File: src/rtl/m_key_pkg.sv
// -----------------------------------------------------------------------------
// m_key_pkg
// Shared types and helpers for the push-button front-end (m_key_ctrl and
// m_key_channel).
//   key_state_t : per-key classifier state
//   ms_to_clk() : number of clk cycles in one millisecond
//   max3()      : largest of three durations, used to size the ms counters
// -----------------------------------------------------------------------------
package m_key_pkg;

  typedef enum logic [2:0] {
    KEY_IDLE,
    KEY_DEB_PRS,
    KEY_PRESSED,
    KEY_LONG,
    KEY_DEB_REL
  } key_state_t;

  function automatic int ms_to_clk(input int hz);
    return hz / 1000;
  endfunction

  function automatic int max3(input int a, input int b, input int c);
    int m;
    m = a;
    if (b > m) m = b;
    if (c > m) m = c;
    return m;
  endfunction

endpackage

File: src/rtl/m_key_ctrl_channel.sv
// -----------------------------------------------------------------------------
// m_key_channel
// One key: 2-flop synchroniser, debounce and short/long/repeat classification.
// Every duration is counted in 1 ms ticks supplied by the parent.
// Ports:
//   clk        in  system clock
//   rst_n      in  asynchronous active-low reset
//   key_raw    in  raw, unsynchronised button level (polarity per KEY_ACTIVE_LOW)
//   tick       in  1-clk pulse once per millisecond
//   key_first  out 1-clk pulse when a press is accepted
//   key_long   out level, long-press detected until release is accepted
//   key_rep    out 1-clk pulse at long detection and every REPEAT_MS after
// -----------------------------------------------------------------------------
module m_key_channel
  import m_key_pkg::*;
#(
  parameter int DEBOUNCE_MS    = 20,
  parameter int LONG_MS        = 1000,
  parameter int REPEAT_MS      = 200,
  parameter int KEY_ACTIVE_LOW = 1
) (
  input  logic clk,
  input  logic rst_n,
  input  logic key_raw,
  input  logic tick,
  output logic key_first,
  output logic key_long,
  output logic key_rep
);

  localparam int CNT_MAX = max3(LONG_MS, REPEAT_MS, DEBOUNCE_MS);
  localparam int CNT_W   = $clog2(CNT_MAX + 1);

  localparam logic [CNT_W-1:0] DEB_LAST  = CNT_W'(DEBOUNCE_MS - 1);
  localparam logic [CNT_W-1:0] LONG_LAST = CNT_W'(LONG_MS - 1);
  localparam logic [CNT_W-1:0] REP_LAST  = CNT_W'(REPEAT_MS - 1);

  // Synchroniser, normalised so that 1 means pressed; reset value = released.
  logic sync_p0;
  logic sync_p1;
  logic pressed;

  always_ff @(posedge clk or negedge rst_n) begin
    if (!rst_n) begin
      sync_p0 <= 1'b0;
      sync_p1 <= 1'b0;
    end else begin
      sync_p0 <= (KEY_ACTIVE_LOW != 0) ? ~key_raw : key_raw;
      sync_p1 <= sync_p0;
    end
  end

  assign pressed = sync_p1;

  // Classifier state and counters.
  key_state_t       state,    state_nxt;
  logic [CNT_W-1:0] ms_cnt,   ms_cnt_nxt;
  logic [CNT_W-1:0] rel_cnt,  rel_cnt_nxt;
  logic             was_long, was_long_nxt;
  logic             first_nxt;
  logic             long_nxt;
  logic             rep_nxt;

  always_ff @(posedge clk or negedge rst_n) begin
    if (!rst_n) begin
      state     <= KEY_IDLE;
      ms_cnt    <= '0;
      rel_cnt   <= '0;
      was_long  <= 1'b0;
      key_first <= 1'b0;
      key_long  <= 1'b0;
      key_rep   <= 1'b0;
    end else begin
      state     <= state_nxt;
      ms_cnt    <= ms_cnt_nxt;
      rel_cnt   <= rel_cnt_nxt;
      was_long  <= was_long_nxt;
      key_first <= first_nxt;
      key_long  <= long_nxt;
      key_rep   <= rep_nxt;
    end
  end

  // A level change always wins over a coinciding tick: the tick is not
  // counted and the new state starts from zero.
  always_comb begin
    state_nxt    = state;
    ms_cnt_nxt   = ms_cnt;
    rel_cnt_nxt  = rel_cnt;
    was_long_nxt = was_long;
    first_nxt    = 1'b0;
    long_nxt     = key_long;
    rep_nxt      = 1'b0;

    unique case (state)
      KEY_IDLE: begin
        if (pressed) begin
          state_nxt  = KEY_DEB_PRS;
          ms_cnt_nxt = '0;
        end
      end

      KEY_DEB_PRS: begin
        if (!pressed) begin
          state_nxt  = KEY_IDLE;
          ms_cnt_nxt = '0;
        end else if (tick) begin
          if (ms_cnt == DEB_LAST) begin
            state_nxt  = KEY_PRESSED;
            first_nxt  = 1'b1;
            ms_cnt_nxt = '0;
          end else begin
            ms_cnt_nxt = ms_cnt + 1'b1;
          end
        end
      end

      KEY_PRESSED: begin
        if (!pressed) begin
          state_nxt    = KEY_DEB_REL;
          was_long_nxt = 1'b0;
          rel_cnt_nxt  = '0;
        end else if (tick) begin
          if (ms_cnt == LONG_LAST) begin
            state_nxt  = KEY_LONG;
            long_nxt   = 1'b1;
            rep_nxt    = 1'b1;
            ms_cnt_nxt = '0;
          end else begin
            ms_cnt_nxt = ms_cnt + 1'b1;
          end
        end
      end

      KEY_LONG: begin
        if (!pressed) begin
          state_nxt    = KEY_DEB_REL;
          was_long_nxt = 1'b1;
          rel_cnt_nxt  = '0;
        end else if (tick) begin
          if (ms_cnt == REP_LAST) begin
            rep_nxt    = 1'b1;
            ms_cnt_nxt = '0;
          end else begin
            ms_cnt_nxt = ms_cnt + 1'b1;
          end
        end
      end

      // ms_cnt is frozen here so a short release gap resumes the hold/repeat
      // timing where it stopped; key_long stays up until release is accepted.
      KEY_DEB_REL: begin
        if (pressed) begin
          state_nxt = was_long ? KEY_LONG : KEY_PRESSED;
        end else if (tick) begin
          if (rel_cnt == DEB_LAST) begin
            state_nxt    = KEY_IDLE;
            long_nxt     = 1'b0;
            rel_cnt_nxt  = '0;
            ms_cnt_nxt   = '0;
            was_long_nxt = 1'b0;
          end else begin
            rel_cnt_nxt = rel_cnt + 1'b1;
          end
        end
      end

      default: begin
        state_nxt = KEY_IDLE;
        long_nxt  = 1'b0;
      end
    endcase
  end

endmodule

File: src/rtl/m_key_ctrl.sv
// -----------------------------------------------------------------------------
// m_key_ctrl
// Push-button front-end: synchronises, debounces and classifies NUM_KEYS raw
// inputs into short-press pulses, long-press levels and auto-repeat pulses.
// Holds the shared millisecond tick; each key is handled by m_key_channel.
// Ports:
//   clk        in  system clock
//   rst_n      in  asynchronous active-low reset
//   key_raw    in  [NUM_KEYS] raw button levels (polarity per KEY_ACTIVE_LOW)
//   key_first  out [NUM_KEYS] 1-clk pulse when a press is accepted
//   key_long   out [NUM_KEYS] high from long-press detection until release accepted
//   key_rep    out [NUM_KEYS] 1-clk pulse at long detection, then every REPEAT_MS
// -----------------------------------------------------------------------------
module m_key_ctrl
  import m_key_pkg::*;
#(
  parameter int NUM_KEYS       = 2,
  parameter int IN_CLK_HZ      = 50_000_000,
  parameter int DEBOUNCE_MS    = 20,
  parameter int LONG_MS        = 1000,
  parameter int REPEAT_MS      = 200,
  parameter int KEY_ACTIVE_LOW = 1
) (
  input  logic                clk,
  input  logic                rst_n,
  input  logic [NUM_KEYS-1:0] key_raw,
  output logic [NUM_KEYS-1:0] key_first,
  output logic [NUM_KEYS-1:0] key_long,
  output logic [NUM_KEYS-1:0] key_rep
);

  localparam int CLK_PER_MS = ms_to_clk(IN_CLK_HZ);
  localparam int TICK_W     = (CLK_PER_MS > 1) ? $clog2(CLK_PER_MS) : 1;

  localparam logic [TICK_W-1:0] TICK_LAST = TICK_W'(CLK_PER_MS - 1);

  // Free-running millisecond divider; tick marks the wrap.
  logic [TICK_W-1:0] tick_cnt;
  logic              tick;

  always_ff @(posedge clk or negedge rst_n) begin
    if (!rst_n) begin
      tick_cnt <= '0;
    end else if (tick_cnt == TICK_LAST) begin
      tick_cnt <= '0;
    end else begin
      tick_cnt <= tick_cnt + 1'b1;
    end
  end

  assign tick = (tick_cnt == TICK_LAST);

  for (genvar k = 0; k < NUM_KEYS; k++) begin : g_key
    m_key_channel #(
      .DEBOUNCE_MS   (DEBOUNCE_MS),
      .LONG_MS       (LONG_MS),
      .REPEAT_MS     (REPEAT_MS),
      .KEY_ACTIVE_LOW(KEY_ACTIVE_LOW)
    ) u_channel (
      .clk      (clk),
      .rst_n    (rst_n),
      .key_raw  (key_raw[k]),
      .tick     (tick),
      .key_first(key_first[k]),
      .key_long (key_long[k]),
      .key_rep  (key_rep[k])
    );
  end

endmodule

File: config.mk
export PLATFORM = sky130hd
export DESIGN_NAME = m_key_ctrl
export DESIGN_NICKNAME = d
export VERILOG_FILES = /design/src/rtl/m_key_pkg.sv /design/src/rtl/m_key_ctrl_channel.sv /design/src/rtl/m_key_ctrl.sv
export SDC_FILE = /design/constraint.sdc
export NUM_CORES = 1
export LEC_CHECK = 0
export CAP_MARGIN = 15
export CORE_MARGIN = 3
export CORE_UTILIZATION = 50
export CTS_BUF_LIST = sky130_fd_sc_hd__clkbuf_16
export CTS_CLUSTER_SIZE = 40
export DETAILED_ROUTE_END_ITERATION = 6
export HOLD_SLACK_MARGIN = 0.1
export PLACE_DENSITY = 0.74
export SYNTH_ARGS = -nofsm -noshare
export SYNTH_HDL_FRONTEND = slang
export SYNTH_SLANG_ARGS = --single-unit
export TNS_END_PERCENT = 5
File: constraint.sdc
create_clock -name clk -period 2.09 [get_ports clk]
set_input_delay 0.418 -clock clk [delete_from_list [all_inputs] [get_ports clk]]
set_output_delay 0.418 -clock clk [all_outputs]
set_load 0.02 [all_outputs]
=== Word level (Yosys, flattened, before mapping) ===
Index checks and enable logic that the tools add are counted.

* Bits in registers: 74
* Bits in latches: 0
* RAM bits: 0
* Bits in read-only memories: 0
* Input port bits: 4
* Output and inout port bits: 6
* Word-level logic and storage cells: 210
* Memories kept: 0

* Add/subtract/negate cells: 5
* $mul: 0
* Div/mod/pow operators: 0
* Magnitude comparators: 0
* Eq/ne operators: 53
* Shift operators: 0
* Mux-type cells: 107
* Bitwise logic cells: 4
* Reduce and logical (&&, ||, !) cells: 22

{| class="wikitable"
|+ Operator list
! kind !! number
|-
| $mux 10 || 34
|-
| $pmux 10 s5 || 2
|-
| $mux 3 || 22
|-
| $add 10x1->10 const B || 4
|-
| $eq 10x5->1 const B || 4
|-
| $pmux 10 s2 || 2
|-
| $mux 1 || 38
|-
| $pmux 3 s5 || 2
|-
| $ne 2x1->1 const B || 13
|-
| $ne 2x2->1 const B || 11
|-
| $eq 10x10->1 const B || 2
|-
| $eq 10x8->1 const B || 2
|-
| $reduce_and 10->1 || 2
|-
| $ne 3x3->1 const B || 6
|-
| $add 16x1->16 const B || 1
|-
| $eq 16x16->1 const B || 1
|-
| $mux 16 || 1
|-
| $reduce_and 8->1 || 2
|-
| $reduce_and 7->1 || 2
|-
| $eq 3x2->1 const B || 4
|-
| $pmux 1 s3 || 4
|-
| $reduce_and 6->1 || 2
|-
| $reduce_bool 5->1 || 2
|-
| $ne 3x1->1 const B || 3
|-
| 11 further kinds || 25
|}

=== Longest topological paths before layout ===
* Word-level depth: 5
* Depth in mapped cells: 9
* Mapped depth without buffers: 6

=== By module ===
From an unflattened synthesis, not the netlist that was laid out.

* Cells, all modules: 434
* Area total of the unflattened synthesis: 4151.5 um2

{| class="wikitable"
|+ Modules (own cells, without submodules)
! module !! instances !! cells each !! area each (um2) !! sequential area each (um2)
|-
| m_key_channel at g_key[0].u_channel || 1 || 189 || 1740.4 || 725.7
|-
| m_key_channel at g_key[1].u_channel || 1 || 178 || 1649.1 || 725.7
|-
| m_key_ctrl || 1 || 67 || 762.0 || 400.4
|}

=== Worst setup path before layout ===
No wires, ideal clock.

* Kind: reg-to-reg
* Start: register g_key[0].u_channel.rel_cnt[0]
* End: register g_key[0].u_channel.ms_cnt[9]
* Library setup time: 126 ps
* Arrival time: 2107 ps
* Required time: 1964 ps
* Setup slack: -143 ps
* Stages on the path, launching flop included: 7
* Buffers on the path: 0
* Clock period less this slack: 2233 ps
* Path through: dfrtp_1 ha_1 or4b_1 nor3_4 nand4_2 and2_2 a221o_1

* Cells in the longest elaborated chain, start to end: 3

{| class="wikitable"
|+ RTL lines
! what !! line !! source
|-
| start: declaration || m_key_ctrl_channel.sv:58 || <nowiki>logic [CNT_W-1:0] rel_cnt, rel_cnt_nxt;</nowiki>
|-
| start signal: assignment || m_key_ctrl_channel.sv:76 || <nowiki>rel_cnt <= rel_cnt_nxt;</nowiki>
|-
| $eq 10x5->1 || m_key_ctrl_channel.sv:156 || <nowiki>if (rel_cnt == DEB_LAST) begin</nowiki>
|-
| $ne 2x1->1 (no source line) || - ||
|-
| $reduce_and 10->1 (no source line) || - ||
|-
| end signal: assignment || m_key_ctrl_channel.sv:75 || <nowiki>ms_cnt <= ms_cnt_nxt;</nowiki>
|-
| end: declaration || m_key_ctrl_channel.sv:57 || <nowiki>logic [CNT_W-1:0] ms_cnt, ms_cnt_nxt;</nowiki>
|}

Every way passes these cells.
A chain may end at the register's enable or synchronous reset.

=== Worst setup path after layout ===
* Start: register g_key[0].u_channel.ms_cnt[0]
* End: register g_key[0].u_channel.ms_cnt[7]

* Cells in the longest elaborated chain, start to end: 5
* Elaborated cells between the ends (all ways): 14
* Those cells by class: add/sub (1); eq/ne (3); mux (10)

{| class="wikitable"
|+ RTL lines
! what !! line !! source
|-
| $add 10x1->10 (tied with other cells) || m_key_ctrl_channel.sv:113, m_key_ctrl_channel.sv:130, m_key_ctrl_channel.sv:145 ||
|-
| $mux 10 (on tied branches) || m_key_ctrl_channel.sv:141, m_key_ctrl_channel.sv:108, m_key_ctrl_channel.sv:124 ||
|-
| $mux 10 (on tied branches) || m_key_ctrl_channel.sv:140, m_key_ctrl_channel.sv:107, m_key_ctrl_channel.sv:123 ||
|-
| $mux 10 (on tied branches) || m_key_ctrl_channel.sv:136, m_key_ctrl_channel.sv:104, m_key_ctrl_channel.sv:119 ||
|-
| $pmux 10 s5 (*) || m_key_ctrl_channel.sv:95 || <nowiki>unique case (state)</nowiki>
|}

Every way passes the cells marked *; elsewhere a longest branch is shown, timed or not. The select of a mux whose other input is x is not followed.

==> metrics.txt <==
Internal 2.45 mW; Post-synth EDFFs 0; fin crit period 2.20 ns; slowest stage cell, crit path or4bb_4; share of layout cells above drive strength 1 0.317; CP Data Required Time 2.29 ns; Hold Fails Final Rpt 0; crit path capture type register; final net count 521; grt total ovfl 0; Fmax 0.454 GHz; run status complete, but fails checks; Core Util, Final 0.684; Die ar. 9560 µm²; Final period util 1.05; routability cong. 0.823; setup slack, reg-to-reg -0.11 ns; Setup WS post-layout -0.113 ns; clock power share 0.470; sequential fraction of the synthesis area 0.440; Total Power 3.18 mW; H-tree Lvls 3; worst hold path type reg -> reg; I/O pins 10; antenna violations before repair 0; CORE AREA 7930 µm²; hold_sp g_key[1].u_channel.sync_p0$_DFF_PN0_; Die Wd 97.8 µm; RSZ-0062 raised after global routing true; Hold EP g_key[1].u_channel.pressed$_DFF_PN0_; CP cell instances ha_2 -> or4bb_4 -> a211o_1 -> a32o_2 -> and3_2 -> a221o_1; most frequent cells in the layout dfrtp_1, buf_4, nor2_1; Layout area overhead 28.9%; vias per cell 6.17; Skew-Pair Late Insertion Delay 0.33 ns; Routed WL per cell 16.7 µm; Reg clk slew, reported paths 0.06 ns; Synth async-reset ratio 1.00; sw power 733 µW; Setup-failing EPs final 16; critical path class reg -> reg; worst-margin pin slew 0.632 ns; CP Max Fanout 6; average size of a mapped cell 9.63 µm²; Post-Syn Nets 446; number of diodes 0; max-slew violations 0; peak supply drop 0.466 mV; CTS buffer count 9; CTS tree done; failing checks negative setup slack; largest net degree at the start of global routing 30; r2r worst-path depth 6; Ys Warns 0; skew final 0.00837 ns; most common cell after layout, fill and taps aside dfrtp_1; Root Buffer clkbuf_16; Slew headroom 0.575; Mapped Cells 437; vias in the first global route 3,765; worst-case clock buffer depth 2; Cell Pwr Density 587 nW/µm²; critical path startpoint g_key[0].u_channel.ms_cnt[0]$_DFFE_PN0P_; worst r2r src g_key[0].u_channel.ms_cnt[0]$_DFFE_PN0P_; Mapped Area 4210 µm²; CP Launch Type register; CP bufs+invs 0; FF-to-FF End g_key[0].u_channel.ms_cnt[7]$_DFFE_PN0P_; Sw Ratio 0.230; cell family with most CP delay compound AO/OA/AOI/OAI gates; Die Height 97.8 µm; routed wire length 10.3 mm; gr usage total 0.220; CP max stage delay 0.47 ns; Max-cap violations 0; first-pass iteration count of the detailed router 4; Post-synth top flop dfrtp_1; Routed Antenna Nets 0; Distinct cells, synth 69; # clock sinks 74; Logic pwr share 0.070; hold path depth 0; Leak Pwr 2.49 nW; Initial Util 0.531; drt initial violations 182; port buffer count 9; Yosys reg bits 74; DP HPWL 6.61 mm; Reg power frac 0.460; row count 32; DRC viols 0; CP arrival 2.41 ns; vias post-DR 3,817; first-pass GRT wire length 17.5 mm
==> sequential cells by signal (all words and copies together), names as in the netlist <==
name / cells
g_key.u_channel.ms_cnt: 20
g_key.u_channel.rel_cnt: 20
tick_cnt: 16
g_key.u_channel.state: 6
g_key.u_channel.key_first: 2
g_key.u_channel.key_long: 2
g_key.u_channel.key_rep: 2
g_key.u_channel.pressed: 2
g_key.u_channel.sync_p0: 2
g_key.u_channel.was_long: 2
==> metal layers <==
metal	routed length, µm	track usage	vias to the layer above
met2	5070	0.358	110
met3	500	0.0407	20
met5	0	0	-
li1	-	-	1786
met4	225	0.0916	0
met1	4520	0.291	1901
==> worst reg2reg max path, stage by stage, from the launching register on <==
cell     delay, ns
dfrtp_1       0.37
ha_2          0.20
or4bb_4       0.47
a211o_1       0.27
a32o_2        0.29
and3_2        0.21
a221o_1       0.27
==> cells in the mapped netlist, types with 6 or more instances <==
cell | n | area (µm²)
xor2_1 | 9 | 78.8
nor2b_1 | 6 | 37.5
inv_1 | 10 | 37.5
nor3_1 | 12 | 60.1
o21ai_0 | 14 | 70.1
a21oi_1 | 13 | 65.1
and3_1 | 22 | 138
clkbuf_1 | 13 | 48.8
nand2_1 | 25 | 93.8
a31oi_1 | 10 | 62.6
a22o_2 | 7 | 70.1
dfrtp_1 | 74 | 1850
buf_4 | 7 | 52.6
xnor2_1 | 6 | 52.6
o31ai_1 | 27 | 203
nand3_1 | 25 | 125
a221o_1 | 12 | 120
nor2_1 | 48 | 180
==> timing repair <==
action,in CTS,in global routing
endpoints found under the hold margin,27,0
gates resized for setup,24,25
gates cloned,2,0
endpoints found under the setup margin,34,42
pin swaps,10,6
hold buffers,1,0
setup buffers,1,2
==> cell type report <==
type / count / area, µm²
Tap cell: 102 / 128
Clock inverter: 7 / 62.6
Sequential cell: 74 / 1850
Inverter: 10 / 37.5
Multi-Input combinational cell: 328 / 2390
Timing Repair Buffer: 89 / 734
Fill cell: 589 / 2500
Clock buffer: 9 / 225
==> through the flow <==
stage | instance area, µm² | std cells | worst slack, ns | hold slack [ns] | TNS [ns]
2_1_floorplan | 4220 | 437 | -0.0990 | 0.122 | -0.775
3_3_place_gp | 4870 | 597 | -0.145 | 0.334 | -2.13
3_5_place_dp | 4870 | 597 | -0.213 | 0.340 | -3.50
4_1_cts | 5310 | 617 | -0.0869 | 0.353 | -0.606
5_1_grt | 5430 | 619 | -0.168 | 0.367 | -3.49
6_report | 5430 | 619 | -0.113 | 0.350 | -0.922
==> worst max path at each step <==
stage | to | slack [ns] | cells after the start
2_1_floorplan | g_key[0].u_channel.ms_cnt[9]$_DFFE_PN0P_ | -0.1 | 6
3_3_place_gp | g_key[0].u_channel.ms_cnt[7]$_DFFE_PN0P_ | -0.15 | 5
3_5_place_dp | g_key[0].u_channel.ms_cnt[7]$_DFFE_PN0P_ | -0.21 | 5
4_1_cts | g_key[0].u_channel.ms_cnt[7]$_DFFE_PN0P_ | -0.09 | 5
5_1_grt | g_key[0].u_channel.rel_cnt[4]$_DFFE_PN0P_ | -0.17 | 9
6_report | g_key[0].u_channel.ms_cnt[7]$_DFFE_PN0P_ | -0.11 | 6
==> logic make-up after synthesis <==
group                    after synthesis  synth area share
multiplexers                           5            0.0125
AND/OR/NAND/NOR                      194             0.261
adder cells (fa/ha/maj)                5            0.0149
flip-flops                            74             0.440
AO/OA/AOI/OAI                        107             0.194
XOR/XNOR                              15            0.0312
buffers and inverters                 37            0.0467
==> power groups by stage <==
| stage | clock network [mW] | logic, mW | registers [mW] |
|---|---|---|---|
| floorplan | 0 | 0.120 | 1.49 |
| global placement | 0 | 0.199 | 1.49 |
| detailed placement | 0 | 0.205 | 1.49 |
| CTS | 1.52 | 0.218 | 1.46 |
| global route | 1.60 | 0.247 | 1.47 |
| finish | 1.50 | 0.224 | 1.46 |
Power figures use the tool's default switching activity.
